--- config.mk ---
export PLATFORM = sky130hd
export DESIGN_NAME = disp_scan_ctrl
export DESIGN_NICKNAME = d
export VERILOG_FILES = /design/src/rtl/disp_scan_ctrl.sv
export SDC_FILE = /design/constraint.sdc
export NUM_CORES = 1
export LEC_CHECK = 0
export CAP_MARGIN = 30
export CORE_ASPECT_RATIO = 0.75
export CORE_MARGIN = 10
export CORE_UTILIZATION = 49
export DETAILED_ROUTE_END_ITERATION = 12
export GPL_TIMING_DRIVEN = 0
export PLACE_DENSITY_LB_ADDON = 0.2
export SLEW_MARGIN = 5
export SYNTH_ARGS = -nofsm -noshare
export SYNTH_HDL_FRONTEND = slang
export SYNTH_SLANG_ARGS = --single-unit
--- constraint.sdc ---
create_clock -name clk -period 5.6 [get_ports clk]
set_clock_uncertainty 0.05 [all_clocks]
set_input_delay 1.12 -clock clk [delete_from_list [all_inputs] [get_ports clk]]
set_output_delay 1.12 -clock clk [all_outputs]
set_load 0.01 [all_outputs]
--- src/rtl/disp_scan_ctrl.sv ---
`default_nettype none
// ============================================================================
// Module   : disp_scan_ctrl
// Purpose  : Scan controller for the 8-register, 8-digit seven-segment
//            display. Splits time into four phases, each beginning with a
//            blanking gap that prevents ghosting. Drives the active-low group
//            select and presents the even/odd register pair of the current
//            phase from a snapshot taken once per frame.
// Ports    : clk         - system clock
//            rst_n       - synchronous active-low reset
//            en          - 1 = scan, 0 = dark and scan state cleared
//            hold        - 1 = keep the old snapshot at frame start
//            regs_in     - eight 16-bit registers, reg k at [16k+15:16k]
//            sel_out     - active-low group select (4'b1111 = all off)
//            pair_lo     - snapshot of the even register for this phase
//            pair_hi     - snapshot of the odd register for this phase
//            blank       - 1 while every select is off
//            phase       - current phase index
//            frame_start - 1-cycle pulse at the start of phase 0
// Revision : 1.0 - initial release
// ============================================================================
module disp_scan_ctrl #(
  parameter int unsigned PRESCALE = 8000,  // clk cycles per phase, 4..65535
  parameter int unsigned BLANK    = 64     // blank cycles, 1 <= BLANK < PRESCALE
) (
  input  logic         clk,
  input  logic         rst_n,
  input  logic         en,
  input  logic         hold,
  input  logic [127:0] regs_in,
  output logic [3:0]   sel_out,
  output logic [15:0]  pair_lo,
  output logic [15:0]  pair_hi,
  output logic         blank,
  output logic [1:0]   phase,
  output logic         frame_start
);

  localparam logic [15:0] C_CNT_MAX = 16'(PRESCALE - 1);
  localparam logic [15:0] C_BLANK   = 16'(BLANK);
  localparam logic [1:0]  C_PHASE_LAST = 2'd3;

  // Scan state: a single bit distinguishes idle from running.
  localparam logic [0:0] S_IDLE = 1'b0;
  localparam logic [0:0] S_RUN  = 1'b1;

  logic [0:0]  r_state;
  logic [1:0]  r_phase;
  logic [15:0] r_cnt;
  logic [15:0] r_shadow [8];

  logic        w_running;
  logic        w_phase_end;
  logic        w_frame_entry;
  logic        w_blank;

  assign w_running   = (r_state == S_RUN);
  assign w_phase_end = (r_cnt == C_CNT_MAX);

  // True on the edge that lands the scan on (run, phase 0, cnt 0): either
  // entry from idle or wrap out of the last phase. Disabling takes priority.
  assign w_frame_entry = en && (!w_running ||
                                (w_phase_end && (r_phase == C_PHASE_LAST)));

  always_ff @(posedge clk) begin
    if (!rst_n) begin
      r_state <= S_IDLE;
      r_phase <= 2'd0;
      r_cnt   <= 16'd0;
    end else if (!en) begin
      // Abort without finishing the current phase.
      r_state <= S_IDLE;
      r_phase <= 2'd0;
      r_cnt   <= 16'd0;
    end else if (!w_running) begin
      r_state <= S_RUN;
      r_phase <= 2'd0;
      r_cnt   <= 16'd0;
    end else if (w_phase_end) begin
      r_cnt   <= 16'd0;
      r_phase <= r_phase + 2'd1;
    end else begin
      r_cnt   <= r_cnt + 16'd1;
    end
  end

  // Frame-coherent snapshot: register inputs are only sampled on frame entry,
  // so mid-frame CPU writes never tear the displayed frame.
  always_ff @(posedge clk) begin
    if (!rst_n) begin
      for (int k = 0; k < 8; k++) begin
        r_shadow[k] <= 16'd0;
      end
    end else if (w_frame_entry && !hold) begin
      for (int k = 0; k < 8; k++) begin
        r_shadow[k] <= regs_in[16*k +: 16];
      end
    end
  end

  // Outputs are pure decodes of registered state.
  assign w_blank = !w_running || (r_cnt < C_BLANK);

  always_comb begin
    sel_out = 4'b1111;
    if (!w_blank) begin
      sel_out = ~(4'b1000 >> r_phase);
    end
  end

  assign blank       = w_blank;
  assign phase       = r_phase;
  assign pair_lo     = r_shadow[{r_phase, 1'b0}];
  assign pair_hi     = r_shadow[{r_phase, 1'b1}];
  assign frame_start = w_running && (r_phase == 2'd0) && (r_cnt == 16'd0);

endmodule
`default_nettype wire

==> qor.log, run 1 <==
qor: finish.multiInputGateArea 2220 um2
qor: place.numPortBuffers 171
qor: grt.grt_pass1_wl 27500 um
qor: detailed_routing.wl 17700 um
qor: logic_synthesis.synth_async_sr_flop_share 0%
qor: timing.finalSetupViolations 0
qor: timing.layout_worst_path_cycle_share 65.4%
qor: finish.layout-drive-gt1-share 11.5%
qor: die.fp.dieArea 18800 um2
qor: cts.cts-root-buf clkbuf_16
qor: worst_hold_path.cell_depth_of_the_worst_hold_path 1
qor: logic_synthesis.ys_seq_elements 149
qor: detailed_routing.detailedRoute.firstPassIterationCount 5
qor: timing.layout_min_cycle_time 3.66 ns
qor: cts.clock_tree_from_tritoncts done
qor: worst_hold_path.hold_path.class reg2reg
qor: logic_synthesis.mappedNetlistArea 6680 um2
qor: timing.fmax 273 MHz
qor: cts.ctsLongestPathBuffers 2
qor: timing.grt_setup_unrepaired false
qor: flow_run.drv_cap 0
qor: pwr.max-vdd-ir-drop 0.215 mV
qor: detailed_routing.first_iter_violations 462
qor: finish.diodes 0
qor: logic_synthesis.synthesis.instances 535
qor: worst_setup_path.cp-start-kind flop
qor: worst_setup_path.timing.rr.end r_shadow[0][3]$_SDFFCE_PN0P_
qor: timing.worst_slew_margin_rel 40.6%
qor: timing.finalHoldViolCount 0
qor: grt.grt.overflow.total 0
qor: detailed_routing.drtAntennaViolNets 0
qor: worst_setup_path.critical_path_peak_fanout 10
qor: detailed_routing.drc 0
qor: cts.ctsHoldBuffers 0
qor: die.die_h 121 um
qor: timing.fin_worst_hold_slack 0.474 ns
qor: worst_setup_path.worst-setup-path-type reg2out
qor: place.detailedPlace.worstSlack 1.51 ns
qor: grt.antenna_violations_before_repair 0
qor: place.place.gp.congestion 0.828
qor: detailed_routing.drt-wirelength-per-cell 19.4 um
qor: detailed_routing.count_of_vias_placed_by_the_detailed_router 4767
qor: die.core.rowCount 36
qor: grt.largest_net_degree_at_the_start_of_global_routing 69
qor: die.placeable_core_area 13200 um2
qor: worst_setup_path.critical_path.reg2reg.startpoint r_cnt[0]$_SDFF_PP0_
qor: logic_synthesis.synth-seq-area-share 63.8%
qor: grt.grt_use_total 18.9%
qor: cts.post_cts_resize_count 0
qor: die.pin_count 172
qor: logic_synthesis.synth-edff-count 128
qor: worst_setup_path.reg2reg_depth 10
qor: logic_synthesis.yosysWarningCount 0
qor: worst_hold_path.min_delay_worst_endpoint r_cnt[0]$_SDFF_PP0_
qor: pwr.power_per_cell_area 289 nW/um2
qor: pwr.total_leakage_power 3.34 nW
qor: worst_setup_path.r2r_setup_slack 2.06 ns
qor: detailed_routing.via_count_normalized_by_instance_count 5.24
qor: place.placed_area 8640 um2
qor: cts.cts_made_buffers 17
qor: finish.seqCellArea 4260 um2
qor: worst_setup_path.endpoint_kind output port
qor: logic_synthesis.synth_nets 673
qor: timing.finalMaxSlewViolations 0
qor: worst_setup_path.cp.required 4.43 ns
qor: cts.clock_tree.htree_level_count 4
qor: worst_hold_path.worst_hold_startpoint r_cnt[0]$_SDFF_PP0_
qor: finish.area_delta_synth_final 38.2%
qor: run_status.outcome finished clean
qor: finish.nFillCells 908
qor: timing.tightestPinTransition 0.891 ns
qor: finish.layout.core_utilization 70.2%
qor: grt.first_global_vias 5114
qor: cts.cts.clk_slew.worst_paths 0.06 ns
qor: logic_synthesis.ys_dominant_reg_cell edfxtp_1
qor: cts.cts.sink_count 149
qor: worst_setup_path.cp.arrival 2.49 ns
qor: cts.clock_insertion_delay_worst_skew 0.41 ns
qor: die.dieWidth 155 um
qor: finish.finish.instance_area 9240 um2
qor: logic_synthesis.synth.lib_cells_used.distinct 33
qor: timing.finalSetupTns 0 ns
qor: die.initial_core_util 50.8%
qor: cts.postCtsSetupBuffers 0
qor: finish.design.final.nets 864
qor: timing.final_critical_path_setup_slack 1.94 ns
qor: place.dpl.hpwl 12800 um
qor: logic_synthesis.syn_avg_cell_area 12.5 um2
-- worst max path at each step --
stage,slack (ns),endpoint,from
after floorplan,0.52,r_shadow[0][0]$_SDFFCE_PN0P_,hold
after global placement,-1.40,r_shadow[4][1]$_SDFFCE_PN0P_,rst_n
after detailed placement,1.51,r_shadow[6][2]$_SDFFCE_PN0P_,rst_n
after CTS,1.88,pair_hi[3],flop
after global routing,1.72,r_shadow[7][15]$_SDFFCE_PN0P_,rst_n
final,1.94,pair_hi[3],flop
-- power by group --
part	switching (mW)	internal (mW)	total (mW)
Clock	0.439	0.698	1.14
Combinational	0.108	0.143	0.251
Sequential	0.0159	1.27	1.28
Total	0.563	2.11	2.67
-- sequential cells by signal, indices dropped and copies added (netlist names), named ones only --
register and flops:
r_state 1, phase 2, r_shadow 128, r_cnt 16
-- routing by layer --
layer	routed length, um	vias to the layer above	track usage, %	part of all wire (%)
li1	-	2250	-	-
met1	7610	2277	24.4	43
met2	8240	222	29.5	47
met3	1630	18	7.26	9.2
met4	195	0	4.65	1.1
met5	0	-	0	0
-- cells in the final DEF (no fill, tap or decap), drive strengths merged, types with 4 or more instances in the layout --
master         netlist  routed
xnor2                8       8
nor2               116     116
edfxtp             128     128
clkinvlp             0       4
clkbuf              18      37
inv                  9       9
and2                36      36
xor2                 6       6
buf                 18      19
mux4                32      32
nand2              102     102
clkdlybuf4s50        0     171
nand3                8       8
nand4                7       7
ha                   6       6
clkinv               0       6
dfxtp               21      21
-- logic make-up (layout without fill, tap and decap cells) --
| kind of cell | count (synthesis) | after routing | share of synthesized area [%] |
|---|---|---|---|
| buffers and inverters | 45 | 249 | 3.15 |
| AND/OR/NAND/NOR | 285 | 285 | 18.6 |
| XOR/XNOR | 14 | 14 | 1.83 |
| adder cells (fa/ha/maj) | 6 | 6 | 1.12 |
| flip-flops | 149 | 149 | 63.8 |
| multiplexers | 33 | 33 | 10.9 |
| AO/OA/AOI/OAI | 3 | 3 | 0.562 |
-- per-stage QoR --
| step | std cells | power, mW |
|---|---|---|
| floorplan | 535 | 1.40 |
| detailed placement | 878 | 1.56 |
| CTS | 910 | 2.69 |
| global placement | 877 | 1.56 |
| global route | 910 | 2.76 |
| finish | 910 | 2.67 |
-- critical path, cell delays in order (launching register included) --
cell and delay (ns):
dfxtp_1 0.31, clkbuf_1 0.24, buf_2 0.43, mux4_2 0.60, clkdlybuf4s50_1 0.51
-- cell type report --
type                       count  area share (%)
inverter                       9           0.366
timing repair buffer         172            18.8
clock inverter                13            1.72
tap                          171            2.32
clock buffer                  19            4.69
multi-input combinational    341            24.0
buffer                        36            1.91
sequential                   149            46.2
-- synthesized netlist by cell type (2+ instances only) --
cell type  number  area, um2
and2_1         36        225
nand2_1       102        383
clkbuf_1       17       63.8
nor3_1          3       15.0
nand3_1         8       40.0
edfxtp_1      128       3840
buf_2          11       55.1
xor2_1          6       52.6
inv_1           9       33.8
nor4_1          3       18.8
and4_1          2       17.5
nand4_1         7       43.8
dfxtp_1        21        420
buf_4           5       37.5
xnor2_1         8       70.1
mux4_2         32        721
nor2_1        116        435
ha_1            6       75.1
Power figures use the tool's default switching activity.
==> run 2: changes to the inputs <==
--- a/config.mk
+++ b/config.mk
@@ -8,7 +8,7 @@
 export CAP_MARGIN = 30
 export CORE_ASPECT_RATIO = 0.75
 export CORE_MARGIN = 10
-export CORE_UTILIZATION = 49
+export CORE_UTILIZATION = 44
 export DETAILED_ROUTE_END_ITERATION = 12
 export GPL_TIMING_DRIVEN = 0
 export PLACE_DENSITY_LB_ADDON = 0.2
==> constraint.sdc (replaced) <==
create_clock -name clk -period 3 [get_ports clk]
set_clock_uncertainty 0.05 [all_clocks]
set_input_delay 0.6 -clock clk [delete_from_list [all_inputs] [get_ports clk]]
set_output_delay 0.6 -clock clk [all_outputs]
set_load 0.01 [all_outputs]
==> qor.log, run 2 (synthesis gave the netlist of run 1 again) <==
qor: worst_setup_path.endpoint_kind output port
qor: cts.ctsLongestPathBuffers 2
qor: pwr.p_sw 1.01 mW
qor: worst_setup_path.critical_path_peak_fanout 5
qor: worst_setup_path.cp.arrival 2.24 ns
qor: timing.finalMaxSlewViolations 0
qor: pwr.post-layout-total-power 4.74 mW
qor: timing.layout_worst_path_cycle_share 96.3%
qor: die.fp.dieArea 20600 um2
qor: flow_run.drv_cap 0
qor: grt.antenna_violations_before_repair 0
qor: place.dpl.hpwl 12700 um
qor: finish.layout-drive-gt1-share 11.8%
qor: place.place.gp.congestion 0.867
qor: timing.final_critical_path_setup_slack 0.111 ns
qor: timing.grt_setup_unrepaired false
qor: cts.cts.clk_slew.worst_paths 0.06 ns
qor: die.pin_count 172
qor: worst_hold_path.hold_path.class reg2reg
qor: worst_setup_path.worst-setup-path-type reg2out
qor: pwr.total_leakage_power 3.33 nW
qor: finish.layout.cells.most_common clkdlybuf4s50_1
qor: place.numPortBuffers 171
qor: timing.layout_min_cycle_time 2.89 ns
qor: timing.worst_slew_margin_rel 55.2%
qor: worst_setup_path.cp-start-kind flop
qor: finish.finish.instance_area 9260 um2
qor: finish.largest_reg_flops 128
qor: worst_hold_path.cell_depth_of_the_worst_hold_path 1
qor: die.dieWidth 162 um
qor: detailed_routing.detailedRoute.firstPassIterationCount 5
qor: timing.tightestPinTransition 0.672 ns
qor: finish.diodes 0
qor: pwr.power_switching_share 21.3%
qor: cts.cts_made_buffers 17
qor: worst_setup_path.cp.required 2.35 ns
qor: place.placed_area 8660 um2
qor: finish.layout.cells.most_common_list clkdlybuf4s50_1, edfxtp_1, nor2_1
qor: die.initial_core_util 45.5%
qor: pwr.clock_power_share 39.3%
qor: die.core.rowCount 38
qor: detailed_routing.drt-wirelength-per-cell 19.2 um
qor: pwr.max-vdd-ir-drop 0.306 mV
qor: timing.finalSetupTns 0 ns
qor: timing.finalHoldViolCount 0
qor: detailed_routing.count_of_vias_placed_by_the_detailed_router 4860
qor: timing.fin_worst_hold_slack 0.436 ns
qor: place.detailedPlace.worstSlack -0.514 ns
qor: pwr.pwr-share-comb 10.1%
qor: finish.nFillCells 1124
qor: detailed_routing.drc 0
qor: pwr.seqPwrFrac 50.6%
qor: detailed_routing.wl 18100 um
qor: pwr.intPower 3.73 mW
qor: cts.clock_tree_from_tritoncts done
qor: grt.grt.overflow.total 0
qor: die.die_h 127 um
qor: detailed_routing.drtAntennaViolNets 0
qor: cts.cts.sink_count 149
qor: cts.clock_tree.htree_level_count 4
qor: grt.grt_use_total 17.5%
qor: timing.fmax 346 MHz
qor: detailed_routing.via_count_normalized_by_instance_count 5.17
qor: cts.clock_insertion_delay_worst_skew 0.42 ns
qor: cts.cts-root-buf clkbuf_16
qor: grt.grt_pass1_wl 27700 um
qor: timing.finalSetupViolations 0
qor: finish.design.final.nets 865
qor: die.placeable_core_area 14700 um2
qor: worst_setup_path.r2r_setup_slack 0.21 ns
qor: finish.top_register r_shadow
qor: pwr.power_per_cell_area 512 nW/um2
qor: worst_setup_path.reg2reg_depth 9
qor: detailed_routing.first_iter_violations 445
qor: grt.largest_net_degree_at_the_start_of_global_routing 65
qor: run_status.outcome finished clean
qor: grt.first_global_vias 5016
qor: finish.area_delta_synth_final 38.5%
==> run 2: changes by cell type in the layout (fill, tap and decap cells not counted), sizes merged <==
cell,before,now
nand2,102,105
bufinv,3,0
clkinvlp,4,0
clkinv,6,4
buf,19,17
clkbuf,37,45
inv,9,10
==> run 2: area by class of cell <==
type	count	area (um2)	area share (%)
flip-flops and latches	149	4270	46.1
plain buffers	35	200	2.16
clock inverters	5	26.3	0.284
clock buffers	27	483	5.22
repair buffers	171	1710	18.5
well taps	200	250	2.70
inverters	9	33.8	0.365
multi-input cells	344	2280	24.7
==> run 2: metrics by stage <==
| step | utilization (%) | std cells |
|---|---|---|
| 2_1_floorplan | - | 535 |
| 3_3_place_gp | 59.0 | 906 |
| 3_5_place_dp | 59.0 | 906 |
| 4_1_cts | 62.7 | 939 |
| 5_1_grt | 63.0 | 940 |
| 6_report | 63.0 | 940 |
==> run 2: layer usage <==
layer	wire length [um]	vias up	track usage, %
met2	8210	226	26.2
li1	-	2257	-
met3	1670	17	6.01
met5	0	-	0
met4	148	0	4.38
met1	8070	2360	23.7
==> run 2: timing repair <==
| item | 4_1_cts | 5_1_grt |
|---|---|---|
| hold buffers | 0 | 0 |
| resized for setup | 9 | 7 |
| buffers inserted | 0 | 0 |
| endpoints found under the setup margin | 158 | 114 |
| cloned | 2 | 1 |
==> run 2: power groups by stage <==
stage | combinational [mW] | clock (mW) | sequential [mW]
4_1_cts | 0.474 | 1.89 | 2.40
3_3_place_gp | 0.460 | 0 | 2.44
3_5_place_dp | 0.464 | 0 | 2.44
6_report | 0.477 | 1.87 | 2.40
5_1_grt | 0.518 | 1.98 | 2.41
2_1_floorplan | 0.182 | 0 | 2.43
==> run 2: path summary, 6_finish.rpt <==
path / from / endpoint
setup / recovery: phase[0]$_SDFFE_PN0N_ / frame_start
hold / removal: r_cnt[0]$_SDFF_PP0_ / r_cnt[0]$_SDFF_PP0_
setup reg to reg: r_cnt[1]$_SDFF_PP0_ / r_shadow[5][7]$_SDFFCE_PN0P_
hold reg to reg: r_cnt[0]$_SDFF_PP0_ / r_cnt[0]$_SDFF_PP0_
==> run 2: worst max-delay path, stage by stage (launching register included) <==
cell             delay (ns)
dfxtp_1                0.37
inv_1                  0.11
ha_1                   0.19
nand4b_1               0.09
or4_1                  0.40
nor2_1                 0.11
clkdlybuf4s50_1        0.55
